`src/rtl/switch_allocator.sv`:
```
// Wormhole switch allocator for a 5-port mesh router: each output is won by a head flit
// through round-robin arbitration, then stays locked to that input until its tail leaves.
module switch_allocator #(
  parameter int NUM_PORTS    = 5,
  parameter int PORT_W       = 3,
  parameter int LOCK_TIMEOUT = 64
) (
  input  logic                          clk,
  input  logic                          rst,
  input  logic [NUM_PORTS-1:0]          req_valid,
  input  logic [NUM_PORTS*PORT_W-1:0]   req_port,
  input  logic [NUM_PORTS-1:0]          req_is_head,
  input  logic [NUM_PORTS-1:0]          req_is_tail,
  input  logic [NUM_PORTS-1:0]          buffer_on_out,
  output logic [NUM_PORTS-1:0]          out_valid,
  output logic [NUM_PORTS*PORT_W-1:0]   out_sel,
  output logic [NUM_PORTS-1:0]          in_pop,
  output logic [NUM_PORTS-1:0]          out_locked,
  output logic [NUM_PORTS-1:0]          lock_err
);

  localparam int CNT_W = $clog2(LOCK_TIMEOUT + 1);
  localparam int SUM_W = PORT_W + 1;
  localparam logic [CNT_W-1:0] CNT_MAX = CNT_W'(LOCK_TIMEOUT);

  function automatic logic [PORT_W-1:0] wrap_inc(input logic [PORT_W-1:0] p);
    return (p == PORT_W'(NUM_PORTS - 1)) ? '0 : p + 1'b1;
  endfunction

  // grant_flat[NUM_PORTS*o + i]: output o switches input i this cycle
  logic [NUM_PORTS*NUM_PORTS-1:0] grant_flat;

  genvar gi;
  generate
    for (gi = 0; gi < NUM_PORTS; gi++) begin : g_out
      logic                 locked_reg, locked_next;
      logic [PORT_W-1:0]    owner_reg, owner_next;
      logic [PORT_W-1:0]    rr_ptr_reg, rr_ptr_next;
      logic [CNT_W-1:0]     cnt_reg, cnt_next;
      logic                 err_reg, err_next;
      logic [NUM_PORTS-1:0] cand;
      logic [NUM_PORTS-1:0] grant;
      logic [PORT_W-1:0]    sel;
      logic [SUM_W-1:0]     sum;
      logic [PORT_W-1:0]    idx;
      logic                 fwd;
      logic                 found;

      // Ports 5..7 never equal an output index, so they drop out here.
      always_comb begin
        cand = '0;
        for (int i = 0; i < NUM_PORTS; i++) begin
          cand[i] = req_valid[i] && (req_port[PORT_W*i +: PORT_W] == PORT_W'(gi));
        end
      end

      always_comb begin
        grant       = '0;
        sel         = owner_reg;
        fwd         = 1'b0;
        found       = 1'b0;
        sum         = '0;
        idx         = '0;
        locked_next = locked_reg;
        owner_next  = owner_reg;
        rr_ptr_next = rr_ptr_reg;
        cnt_next    = cnt_reg;
        err_next    = err_reg;
        if (!locked_reg) begin
          cnt_next = '0;
          if (buffer_on_out[gi]) begin
            for (int k = 0; k < NUM_PORTS; k++) begin
              sum = {1'b0, rr_ptr_reg} + SUM_W'(k);
              idx = (sum >= SUM_W'(NUM_PORTS)) ? PORT_W'(sum - SUM_W'(NUM_PORTS)) : PORT_W'(sum);
              if (!found && cand[idx] && req_is_head[idx]) begin
                found = 1'b1;
                sel   = idx;
              end
            end
          end
          if (found) begin
            fwd         = 1'b1;
            grant[sel]  = 1'b1;
            locked_next = !req_is_tail[sel];
            owner_next  = sel;
            rr_ptr_next = wrap_inc(sel);
          end
        end else begin
          if (cand[owner_reg] && buffer_on_out[gi]) begin
            fwd              = 1'b1;
            grant[owner_reg] = 1'b1;
            cnt_next         = '0;
            if (req_is_tail[owner_reg]) begin
              locked_next = 1'b0;
              rr_ptr_next = wrap_inc(owner_reg);
            end
          end else begin
            if (cnt_reg < CNT_MAX) cnt_next = cnt_reg + 1'b1;
            if (cnt_next == CNT_MAX) err_next = 1'b1;
          end
        end
      end

      always_ff @(posedge clk or posedge rst) begin
        if (rst) begin
          locked_reg <= 1'b0;
          owner_reg  <= '0;
          rr_ptr_reg <= '0;
          cnt_reg    <= '0;
          err_reg    <= 1'b0;
        end else begin
          locked_reg <= locked_next;
          owner_reg  <= owner_next;
          rr_ptr_reg <= rr_ptr_next;
          cnt_reg    <= cnt_next;
          err_reg    <= err_next;
        end
      end

      // Combinational outputs are gated so an asserted reset silences them at once.
      assign out_valid[gi]                   = fwd & ~rst;
      assign out_sel[PORT_W*gi +: PORT_W]    = (fwd && !rst) ? sel : '0;
      assign out_locked[gi]                  = locked_reg & ~rst;
      assign lock_err[gi]                    = err_reg & ~rst;
      assign grant_flat[NUM_PORTS*gi +: NUM_PORTS] = grant;
    end

    for (gi = 0; gi < NUM_PORTS; gi++) begin : g_in
      logic pop;
      always_comb begin
        pop = 1'b0;
        for (int o = 0; o < NUM_PORTS; o++) begin
          pop = pop | grant_flat[NUM_PORTS*o + gi];
        end
      end
      assign in_pop[gi] = pop & ~rst;
    end
  endgenerate

endmodule

```
`config.mk`:
```
export PLATFORM = sky130hd
export DESIGN_NAME = switch_allocator
export DESIGN_NICKNAME = d
export VERILOG_FILES = /design/src/rtl/switch_allocator.sv
export SDC_FILE = /design/constraint.sdc
export NUM_CORES = 1
export LEC_CHECK = 0
export CORE_AREA = 2 2 229 208
export CTS_CLUSTER_DIAMETER = 50
export DETAILED_ROUTE_END_ITERATION = 16
export DIE_AREA = 0 0 231 210
export PLACE_DENSITY = 0.44
export SLEW_MARGIN = 20
export SYNTH_ARGS = -nofsm -noshare
export SYNTH_HDL_FRONTEND = slang
export SYNTH_SLANG_ARGS = --single-unit
```
`constraint.sdc`:
```
create_clock -name clk -period 5.9 [get_ports clk]
set_clock_uncertainty 0.2 [all_clocks]
set_input_delay 1.18 -clock clk [delete_from_list [all_inputs] [get_ports clk]]
set_output_delay 1.18 -clock clk [all_outputs]
set_load 0.03 [all_outputs]
```
# Word-level counts from Yosys, hierarchy flattened
# Cells that the tools add are included.
# word_totals
in_bits	37
n_memories	0
latch_bits	0
output_inout_bits	35
ff_bits	75
rom_bits	0
ramBits	0
# classes
mux	400
n_addsub	60
mul	0
div	0
n_lt_le_gt_ge	75
n_eq_ne	45
n_reduce_logical	141
shift	0
bitwise_logic	51
# ops
op	count
$mux W3	100
$bmux W1 S3	65
$mux W1	185
$mux W7	25
$lt A3 B4 Y1 const B	35
$logic_and A1 B1 Y1	90
$ge A4 B3 Y1 const B	20
$mux W5	15
$sub A3 B3 Y3 const B	25
$eq A3 B3 Y1 const B	15
$add A3 B2 Y4 const B	10
$add A7 B1 Y7 const B	5
$eq A7 B7 Y1 const B	5
$lt A7 B7 Y1 const B	5
$add A3 B1 Y3 const B	10
$demux W1 S3	10
$eq A3 B2 Y1 const B	10
$ge A3 B1 Y1 const B	10
$reduce_and A3 Y1	10
$logic_not A1 Y1	26
$add A3 B1 Y4 const B	5
$add A3 B3 Y4 const B	5
$and A1 B1 Y1	20
$ne A2 B1 Y1 const B	10
7 further kinds	56

# Logic depth before layout (Yosys ltp)
# depth
ltp_word	43
depth_mapped	22
depth_no_buf	19

# Worst setup path after synthesis
# OpenSTA, ideal clock, no wires.
# synth_path
kind	input to output
start	input port req_is_head[1]
end	output port in_pop[3]
cell_stages	12
t_arrival_ns	4.333
slack_ns	0.187
path_cell_list	clkbuf_1 -> and2b_1 -> nand2_2 -> or4b_1 -> a31oi_2 -> nor2_1 -> or4b_1 -> o311ai_1 -> o21ai_2 -> nor4_1 -> nor2_1 -> a31oi_1
# synth_via
elab_chain_cells	41
# synth_rtl
element	line_no	rtl
start: declaration	12	input logic [NUM_PORTS-1:0] req_is_head,
$bmux W1 S3	75	if (!found && cand[idx] && req_is_head[idx]) begin
$mux W1 (implied by the code)	75	
$logic_and A1 B1 Y1	75	
$mux W1	75	
$mux W1	71	if (buffer_on_out[gi]) begin
$mux W1	69	if (!locked_reg) begin
$logic_not A1 Y1	75	
$logic_and A1 B1 Y1 (2 in a row)	75	
[22 not listed]	--	
$logic_and A1 B1 Y1 (implied by the code)	83	grant[sel] = 1'b1;
$mux W1 (implied by the code)	83	
$demux W1 S3	83	
$mux W5	81	if (found) begin
$mux W5	69	
$or A1 B1 Y1 (3 in a row)	133	pop = pop | grant_flat[NUM_PORTS*o + gi];
$or A1 B1 Y1 *	133	
$and A1 B1 Y1 *	136	assign in_pop[gi] = pop & ~rst;
end: declaration	17	output logic [NUM_PORTS-1:0] in_pop,
# Every way passes the cells marked *; elsewhere a longest branch is shown, timed or not. The select of a mux whose other input is x is not followed.

# Worst setup path after layout
# layout_path
start	input port req_port[5]
end	output port in_pop[1]
# layout_via
elab_chain_cells	43
# layout_rtl
element	line_no	rtl
start: declaration	11	input logic [NUM_PORTS*PORT_W-1:0] req_port,
$eq A3 B1 Y1 or $logic_not A3 Y1 (tied branches)	53	cand[i] = req_valid[i] && (req_port[PORT_W*i +: PORT_W] == PORT_W'(gi));
$logic_and A1 B1 Y1	53	
$bmux W1 S3	75	
$mux W1 (implied by the code)	75	
$logic_and A1 B1 Y1	75	
$mux W1	75	
$mux W1	71	
$mux W1	69	
[25 not listed]	--	
$logic_and A1 B1 Y1 (implied by the code)	83	
$mux W1 (implied by the code)	83	
$demux W1 S3	83	
$mux W5	81	
$mux W5	69	
$or A1 B1 Y1 (3 in a row)	133	
$or A1 B1 Y1 *	133	
$and A1 B1 Y1 *	136	
# Marked as above.

==> impl_results.md <==
* Antenna Nets Post-Route at 0
* Synthesized area at 11400 um^2
* GRT Util Overall at 19.06%
* Fin cells at 2470
* Vias at 13270
* Worst-margin pin slew at 0.6471 ns
* Grt ovf at 0
* Area occupied by registers at 1886 um^2
* Worst hold path type: reg2reg
* Pin count of the biggest net entering global routing at 39
* Leak pwr at 6.928 nW
* Fraction of layout cells with a size suffix above 1 at 31.84%
* Io pins at 72
* Routability cong. at 0.9633
* Syn Nets at 1620
* Dpl cells at 2421
* Die Area at 48510 um^2
* Post-synthesis mux area share at 7.442%
* Layout Cell Area excl Fill at 16240 um^2
* Critical Path End: in_pop[1]
* Crit Path Max Fanout at 3
* Crit path from: req_port[5]
* Pwr/cell area at 671.4 nW/um^2
* Vias in the first global route at 12470
* # setup viols final at 0
* Layout Nets at 1954
* Ys async rst share at 100.0%
* FF+latch count, synth at 75
* Post-Synth XOR/XNOR Area at 3.534%
* DIE HEIGHT at 210 um
* Clock root buffer: clkbuf_16
* Max Fclk at 171.9 MHz
* Family with the most delay on the worst path: simple AND/OR/NAND/NOR gates
* Clock transition at path regs at 0.06 ns
* Final Hold Viols at 0
* Via-to-Cell Ratio at 5.371
* Worst-Skew Late Latency at 0.35 ns
* Startpoint type of the worst setup path: input port
* Maximum Capacitance Violations at 0
* Drt drc at 0
* First drt pass iteration count at 6
* Die width at 231 um
* Buf+Inv Stages, Crit Path at 5
* Status: finished, final reports clean
* Max FFs per register at 35
* H-Tree Depth at 3
* CP endpoint kind: output pin
* Synth Area in Compound Gates at 28.89%
* RR Endpoint: g_out[2].rr_ptr_reg[2]
* Post-placement cell area at 14890 um^2
* Deepest clock path buffer count at 2
* Synth top area share at 16.46%
* Largest family of logic cells by synthesized area: simple AND/OR/NAND/NOR gates
* Final HPWL from detailed placement at 37340 um
* Initial antenna violation count at 4
* Area delta synth->final at 42.50%
* Core footprint at 46170 um^2
* CTS tree: done
* Adder-cell area share of the yosys netlist at 7.793%
* Setup TNS at 0 ns
* PortBufs at 71
* Cells after Synth at 1515
* WL/cell at 19.24 um
* Yosys warning count at 0
* Cell accounting for the most synthesized area: dfrtp_1
* CTS Sinks at 75
* R2R setup slack at 1.46 ns
* Initial Util at 24.69%
* CP most frequent cell: buf_4
* Register-to-Register Path Depth at 20
* Core Rows at 75
* Synth Area per Inst at 7.525 um^2
* Crit-path max cell delay at 0.49 ns
* Primary FF master, synth: dfrtp_1
* Slowest cell on crit path: or4b_4
* Slew Limit Fails at 0
* Top-count cell post-synth: nor2_1
* Fin crit period at 5.817 ns
* Number of synthesized flops with an enable pin at 0
* Synth Area in Simple Gates at 31.05%
* Count of cell types in the netlist at 118
* RSZ-0062 raised after global routing: yes
* Critical path class: in2out
* Maximum VDD drop at 0.2234 mV
* Area of the multi-input gates at 9792 um^2
* Iteration-0 DRC Markers at 1067
* WP depth at 15
* Ranking of synthesized cells by area: dfrtp_1 (16%), ha_1 (6.9%), nor2_1 (4.8%), nand2_1 (4.8%), mux2i_1 (4.7%)
* Critical R2R Launch: g_out[2].rr_ptr_reg[1]
* Worst path required time at 4.52 ns
* Slew margin rel. at 56.86%
* Arrival @ worst endpoint at 4.44 ns
* Top cells by count, synth: nor2_1 (147), nand2_1 (145), a21oi_1 (75), dfrtp_1 (75), nand3_1 (70)
* CTS Buf Count at 9
* Seq/Total Area, Yosys at 16.46%
* Worst path cell trace: clkdlybuf4s15_1 > buf_4 > nand3b_1 > nor2_2 > nor3_2 > buf_4 > o32a_1 > or4b_4 > nand4b_1 > and4bb_2 > nor3_2 > a221oi_2 > a41oi_2 > buf_4 > buf_12
* Total Routed Length at 47520 um
* Fin crit share at 98.59%
* Fill cells at 4915
* First-pass GRT wire length at 73170 um
[how the worst min path moves through the flow]
stage / end / cells after the start / from
finish: g_out[1].err_reg / 1 / g_out[1].err_reg
global route: g_out[1].err_reg / 1 / g_out[1].err_reg
CTS: g_out[3].err_reg / 1 / g_out[3].err_reg
detailed placement: g_out[3].err_reg / 1 / g_out[3].err_reg
global placement: g_out[1].err_reg / 1 / g_out[1].err_reg
floorplan: g_out[4].err_reg / 1 / g_out[4].err_reg
[layer usage]
metal  track usage, %  vias to the layer above  part of all wire (%)
met5                0                        -                 0.034
met4            4.294                        2                   1.9
met3            2.408                       49                   5.6
met2            28.81                      388                    43
met1            28.61                     6430                    49
li1                 -                     6398                     -
[per-stage QoR]
stage               util, %  hold WS, ns  setup WS (ns)  total power, mW
floorplan                 -       0.2288         0.1875            6.172
global placement      32.25       0.2476        -0.5074            9.259
detailed placement    32.25       0.2517        -0.5573            9.285
CTS                   34.01       0.2670       -0.01200            10.34
global route          35.18       0.2976       -0.03824            11.78
finish                35.18       0.2629        0.08328            10.91
[area by class of cell]
cell class / instances / area share (%)
Inverter: 76 / 1.810
Multi-Input combinational cell: 1300 / 60.28
Clock inverter: 6 / 0.2542
Antenna cell: 1 / 0.01540
Timing Repair Buffer: 387 / 19.90
Clock buffer: 9 / 1.386
Tap cell: 616 / 4.745
Sequential cell: 75 / 11.61
[timing repair]
action                                  CTS  global route
cloned                                    0             0
hold buffers                              0             0
pin swaps                                44            50
buffers inserted                         22            11
endpoints found under the setup margin   24            24
gates resized for setup                 123           111
[worst reg2reg max path, delay by kind of cell, from the launching register on]
family | cells | cell delay [ns]
AOI/OAI and AO/OA | 7 | 1.20
buffers and inverters | 6 | 0.86
adders and majority gates | 3 | 0.74
and+or+nand+nor | 3 | 0.57
DFF | 1 | 0.49
muxes | 1 | 0.25
[layout by cell type (no fill, tap or decap), types with 9 or more instances in the layout]
cell type and count:
inv_1 64, nand2_2 11, nand3b_1 13, nor3_1 33, a21oi_1 65, and2_1 18, o22ai_1 15, o211ai_1 21
dfrtp_1 68, nand4_1 17, a21o_1 14, o2111ai_1 9, nand2_1 135, nor2_1 137, nand2b_1 23, a211oi_1 17
and3_1 30, xor2_1 9, mux2i_1 46, buf_4 315, dlygate4sd2_1 15, nor2b_1 49, o21ai_1 9, or2_2 16
xnor2_1 33, o311ai_0 11, o31ai_1 12, o21ai_0 47, nand3_1 67, or3_1 17, ha_1 57, a31oi_1 28
mux2_2 9, buf_12 16, nor2_2 9, nor3_2 9, clkbuf_16 9, a21oi_2 10, a211o_1 11, clkdlybuf4s50_1 23
[logic make-up (layout without fill, tap and decap cells)]
| family | count (synthesis) | in the layout |
|---|---|---|
| other | 0 | 1 |
| flip-flops | 75 | 75 |
| adder cells (fa/ha/maj) | 68 | 68 |
| AO/OA/AOI/OAI | 438 | 438 |
| XOR/XNOR | 46 | 46 |
| multiplexers | 74 | 74 |
| AND/OR/NAND/NOR | 674 | 674 |
| buffers and inverters | 140 | 478 |
[power breakdown]
part	internal, mW	switching [mW]	leakage [nW]
clock network	0.285	0.252	0.136
logic	4.22	5.04	5.83
registers	0.683	0.423	0.960
total	5.19	5.72	6.93
(Power assumes the default switching activity.)
